$ cat src/rtl/regfile_preloader.sv
// Purpose : Preloads r[FIRST_REG]..r[NUM_REGS-1] through the regfile write port while holding the CPU.
// Latency : start -> cpu_hold/busy one cycle later; one register per accepted beat; done one cycle after the last beat.
// Backpres: in_ready_o drops outside LOAD or while abort_i is high; in_valid_i may stall for any number of cycles.
//
// Ports
//   clock_i       system clock, all state on posedge
//   reset_i       synchronous, active-low reset
//   start_i       request a preload (sampled only in IDLE)
//   abort_i       cancel an in-progress preload (no done pulse)
//   in_valid_i    in_data_i carries the value for the current register
//   in_data_i     value for register idx
//   in_ready_o    beat accepted on posedge when in_valid_i && in_ready_o
//   cpu_rwe_i     processor write enable
//   cpu_rd_i      processor write register
//   cpu_rdata_i   processor write data
//   rf_we_o       regfile write enable
//   rf_rd_o       regfile write register
//   rf_data_o     regfile write data
//   cpu_hold_o    keep processor stalled while high
//   busy_o        high in LOAD and DONE
//   done_o        one-cycle pulse after the last register is written
//   count_o       registers written in the current/last preload (saturating)

module regfile_preloader #(
    parameter int NUM_REGS  = 32,
    parameter int DATA_W    = 32,
    parameter int FIRST_REG = 1,
    localparam int RD_W     = $clog2(NUM_REGS),
    localparam int CNT_W    = 6
) (
    input  logic              clock_i,
    input  logic              reset_i,
    input  logic              start_i,
    input  logic              abort_i,
    input  logic              in_valid_i,
    input  logic [DATA_W-1:0] in_data_i,
    output logic              in_ready_o,
    input  logic              cpu_rwe_i,
    input  logic [RD_W-1:0]   cpu_rd_i,
    input  logic [DATA_W-1:0] cpu_rdata_i,
    output logic              rf_we_o,
    output logic [RD_W-1:0]   rf_rd_o,
    output logic [DATA_W-1:0] rf_data_o,
    output logic              cpu_hold_o,
    output logic              busy_o,
    output logic              done_o,
    output logic [CNT_W-1:0]  count_o
);

    typedef enum logic [1:0] {
        ST_IDLE = 2'd0,
        ST_LOAD = 2'd1,
        ST_DONE = 2'd2
    } state_t;

    localparam logic [RD_W-1:0]  FIRST_IDX = RD_W'(FIRST_REG);
    localparam logic [RD_W-1:0]  LAST_IDX  = RD_W'(NUM_REGS - 1);
    localparam logic [CNT_W-1:0] CNT_MAX   = '1;

    state_t             state_q, state_d;
    logic [RD_W-1:0]    idx_q, idx_d;
    logic [CNT_W-1:0]   count_q, count_d;
    logic               hold_q, hold_d;
    logic               busy_q, busy_d;
    logic               done_q, done_d;

    logic               in_ready;
    logic               beat;

    // Abort takes priority over a pending beat so a cancelled preload
    // never writes one more register on its way out.
    assign in_ready = (state_q == ST_LOAD) && !abort_i;
    assign beat     = in_valid_i && in_ready;

    // ------------------------------------------------------------------
    // Next-state logic
    // ------------------------------------------------------------------
    always_comb begin
        state_d = state_q;
        idx_d   = idx_q;
        count_d = count_q;
        hold_d  = hold_q;
        busy_d  = busy_q;
        done_d  = 1'b0;

        unique case (state_q)
            ST_IDLE: begin
                // start wins over a simultaneous abort here: abort only
                // has meaning once a preload is running.
                if (start_i) begin
                    state_d = ST_LOAD;
                    idx_d   = FIRST_IDX;
                    count_d = '0;
                    hold_d  = 1'b1;
                    busy_d  = 1'b1;
                end
            end

            ST_LOAD: begin
                if (abort_i) begin
                    // count keeps its partial value for inspection.
                    state_d = ST_IDLE;
                    hold_d  = 1'b0;
                    busy_d  = 1'b0;
                end else if (beat) begin
                    count_d = (count_q == CNT_MAX) ? count_q : count_q + 1'b1;
                    if (idx_q == LAST_IDX) begin
                        // idx parks on the last register instead of wrapping.
                        state_d = ST_DONE;
                        done_d  = 1'b1;
                    end else begin
                        idx_d = idx_q + 1'b1;
                    end
                end
            end

            ST_DONE: begin
                state_d = ST_IDLE;
                hold_d  = 1'b0;
                busy_d  = 1'b0;
            end

            default: begin
                state_d = ST_IDLE;
                hold_d  = 1'b0;
                busy_d  = 1'b0;
            end
        endcase
    end

    // ------------------------------------------------------------------
    // State registers (synchronous active-low reset)
    // ------------------------------------------------------------------
    always_ff @(posedge clock_i) begin
        if (!reset_i) begin
            state_q <= ST_IDLE;
            idx_q   <= FIRST_IDX;
            count_q <= '0;
            hold_q  <= 1'b0;
            busy_q  <= 1'b0;
            done_q  <= 1'b0;
        end else begin
            state_q <= state_d;
            idx_q   <= idx_d;
            count_q <= count_d;
            hold_q  <= hold_d;
            busy_q  <= busy_d;
            done_q  <= done_d;
        end
    end

    // ------------------------------------------------------------------
    // Write-port mux: preloader owns the port only in LOAD; CPU writes
    // issued then are dropped rather than queued.
    // ------------------------------------------------------------------
    always_comb begin
        if (state_q == ST_LOAD) begin
            rf_we_o   = beat;
            rf_rd_o   = idx_q;
            rf_data_o = in_data_i;
        end else begin
            rf_we_o   = cpu_rwe_i;
            rf_rd_o   = cpu_rd_i;
            rf_data_o = cpu_rdata_i;
        end
    end

    assign in_ready_o = in_ready;
    assign cpu_hold_o = hold_q;
    assign busy_o     = busy_q;
    assign done_o     = done_q;
    assign count_o    = count_q;

endmodule

$ cat config.mk
export PLATFORM = sky130hd
export DESIGN_NAME = regfile_preloader
export DESIGN_NICKNAME = d
export VERILOG_FILES = /design/src/rtl/regfile_preloader.sv
export SDC_FILE = /design/constraint.sdc
export NUM_CORES = 1
export LEC_CHECK = 0
export BUFFER_PORTS_ARGS = -buffer_cell sky130_fd_sc_hd__clkbuf_2
export CAP_MARGIN = 40
export CORE_ASPECT_RATIO = 0.75
export CORE_UTILIZATION = 36
export CTS_BUF_LIST = sky130_fd_sc_hd__clkbuf_8 sky130_fd_sc_hd__clkbuf_16
export CTS_CLUSTER_DIAMETER = 50
export DETAILED_ROUTE_END_ITERATION = 16
export PLACE_DENSITY = 0.81
export SYNTH_ARGS = -nofsm -noshare
export SYNTH_HDL_FRONTEND = slang
export SYNTH_SLANG_ARGS = --single-unit
$ cat constraint.sdc
create_clock -name clock_i -period 1.9 [get_ports clock_i]
set_input_delay 0.095 -clock clock_i [delete_from_list [all_inputs] [get_ports clock_i]]
set_output_delay 0.095 -clock clock_i [all_outputs]
set_load 0.01 [all_outputs]
==> flow_summary.ini <==
[min_path]
hp-class = input pin to flop
hold_path_end = done_o$_SDFF_PP0_
min_from = in_valid_i
whs_path_depth = 3

[worst_setup_path]
start_kind = flop
crit_fanout = 7
reg2reg_to = idx_q[0]$_SDFFE_PN1P_
crit_chain = ha_1 > and3_1 > ha_1 > nand3b_1 > o21ai_0 > mux2i_1 > nand2_1
cp.arrival_ns = 1.90
critical-path-slowest-cell = dfxtp_1
cp-end-kind = flop
required_ns = 2.03
r2r_setup_slack_ns = 0.12
slowest_delay_ns = 0.38
r2r_cells = 7
path_class = flop to flop
r2r_start = idx_q[0]$_SDFFE_PN1P_
cpMostUsedCell = ha_1
cp_top_family = simple AND/OR/NAND/NOR gates
crit_buf_inv = 0

[logic_synthesis]
ys_types = 30
synth.ff_latch_count = 15
syn_avg_cell_area_sq_um = 5.94
ys_warn_count = 0
syn-num-nets = 286
syn_inst = 208
netlist_area_sq_um = 1240
ys_seq_area_share_pct = 24.3

[power_and_ir_drop]
irDropWorstVdd_v = 0.000237
power-per-cell-area_nw_per_um2 = 493
p_leak_nw = 1.17

[layout]
final_cells = 365
layout_common_cells = clkbuf_2, nand2_1, dfxtp_1
multiInputGateArea_sq_um = 873
nFillCells = 328
seqCellArea_sq_um = 300
final_common_cell = clkbuf_2
nets = 404
syn_to_final_growth_pct = 54.5
insertedDiodeCount = 0
drive_above_1_share_pct = 40.9

[place]
hpwl_microns = 2800
place_congestion = 0.815
dp.cells = 361
port_buffers = 122

[outcome]
status = finished, final reports clean

[route]
ant_nets = 0
vias = 1700
wl_per_cell_microns = 9.88
wirelength_microns = 3610
firstDrtPassIters = 4
drt_iter0_drc = 42
viasPerCell = 4.66
route.detailed.drc = 0

[die]
die_x_microns = 69.7
row_count = 18
initial_utilization_pct = 37.6
die_h_microns = 52.8
io_pins = 123
die_area_sq_um = 3670
coreArea_sq_um = 3290

[timing]
clock_skew_ns = 0.00127
tightest_slew_ns = 0.461
final.setup.tns_ns = 0
setup_viol = 0
max_freq_ghz = 0.563
slew_viol_final = 0
finalHoldViolCount = 0
max-slew-margin-rel_pct = 69.1
fin_crit_sh_pct = 93.4
rsz0062_at_grt = false
min_period_ns = 1.78

[grt]
grt-ovfl-total = 0
grt_util_all_layers_pct = 19.1
grt_max_degree = 34
grt_first_pass_wirelength_microns = 5640
grt_pass1_vias = 1336
antenna_found_initial = 0

[clocking]
root_buffer = clkbuf_8
clock_path_buffers = 2
post_cts_buffers = 0
path_clk_slew_ns = 0.06
cts_hold_buf = 0
cts_buffers = 3
clk_latency_ns = 0.25
clock_sinks = 15
cts_tree = built
cts-htree-levels = 1
cts_resized = 0

[run]
drv_cap = 0
[worst max-delay path by stage]
stage                                from                     to  slack, ns  cells past startpoint
finish              idx_q[0]$_SDFFE_PN1P_  idx_q[0]$_SDFFE_PN1P_       0.12                      7
global route        idx_q[1]$_SDFFE_PN0P_  idx_q[0]$_SDFFE_PN1P_       0.03                      7
CTS                 idx_q[1]$_SDFFE_PN0P_  idx_q[0]$_SDFFE_PN1P_       0.15                      7
detailed placement  idx_q[0]$_SDFFE_PN1P_  idx_q[0]$_SDFFE_PN1P_       0.17                      7
global placement    idx_q[0]$_SDFFE_PN1P_  idx_q[0]$_SDFFE_PN1P_       0.25                      7
floorplan           idx_q[0]$_SDFFE_PN1P_  idx_q[0]$_SDFFE_PN1P_       0.34                      7
[state kept, by name, indices dropped and copies added (netlist names)]
name and cells:
busy_o 1, count_o 6, done_o 1, idx_q 5
state_q 2
[power by group]
group          switching [W]  internal [W]  total [W]  leakage (nW)
registers         0.00000882      0.000322   0.000330         0.122
clock network       0.000108      0.000143   0.000251        0.0269
logic               0.000193      0.000168   0.000361          1.02
[synth_stat cells]
master     number  area [sq um]
clkbuf_1        9          33.8
and3_1          4          25.0
and2b_1         1          7.51
o211ai_1        4          30.0
o21ai_1         3          15.0
ha_1            3          37.5
or2_1           1          6.26
buf_4           1          7.51
nand3b_1        7          52.6
and4bb_4        1          16.3
o32ai_1         1          8.76
dfxtp_1        15           300
nor2_1          8          30.0
a21oi_1         3          15.0
o2111ai_1       1          8.76
a21o_1          1          7.51
a41o_1          1          10.0
nand3_1         2          10.0
buf_6           1          11.3
mux2i_1         1          10.0
or2_4           1          8.76
nand2b_1        4          25.0
o21ai_0         3          15.0
nor3b_2         1          12.5
nand4_1         3          18.8
o22ai_2         1          12.5
a21boi_0        3          22.5
nand2_1       120           450
buf_2           2          10.0
xor2_1          2          17.5
[tightest hold or removal path, stage by stage]
cell      delay, ns
clkbuf_2       0.11
nand3b_1       0.10
nor2_1         0.04
[through the flow]
stage / total power [W] / hold slack (ns) / util [%] / setup slack [ns] / area (sq um)
6_report: 0.000942 / 0.144 / 58.1 / 0.125 / 1910
5_1_grt: 0.00101 / 0.156 / 58.1 / 0.0296 / 1910
4_1_cts: 0.000951 / 0.138 / 58.1 / 0.145 / 1910
3_5_place_dp: 0.000700 / 0.385 / 56.7 / 0.167 / 1860
3_3_place_gp: 0.000694 / 0.393 / 56.7 / 0.248 / 1860
2_1_floorplan: 0.000529 / 0.238 / - / 0.341 / 1240
[cell type report]
| cell class | count | area share, % |
|---|---|---|
| Sequential cell | 15 | 15.7 |
| Clock inverter | 1 | 0.197 |
| Clock buffer | 3 | 2.16 |
| Timing Repair Buffer | 126 | 33.6 |
| Tap cell | 40 | 2.62 |
| Multi-Input combinational cell | 180 | 45.7 |
[metal layers]
layer	up-vias	track usage, %	routed length (microns)
li1	910	-	-
met1	715	22.0	1560
met2	71	36.1	1760
met3	4	3.85	261
met4	0	6.00	18
met5	-	0	0
[cells by family after synthesis]
group / after synthesis / synth area share, %
AND/OR/NAND/NOR: 153 / 53.6
AO/OA/AOI/OAI: 21 / 11.7
flip-flops: 15 / 24.3
buffers and inverters: 13 / 5.06
adder cells (fa/ha/maj): 3 / 3.04
XOR/XNOR: 2 / 1.42
multiplexers: 1 / 0.810
(Power assumes the default switching activity.)
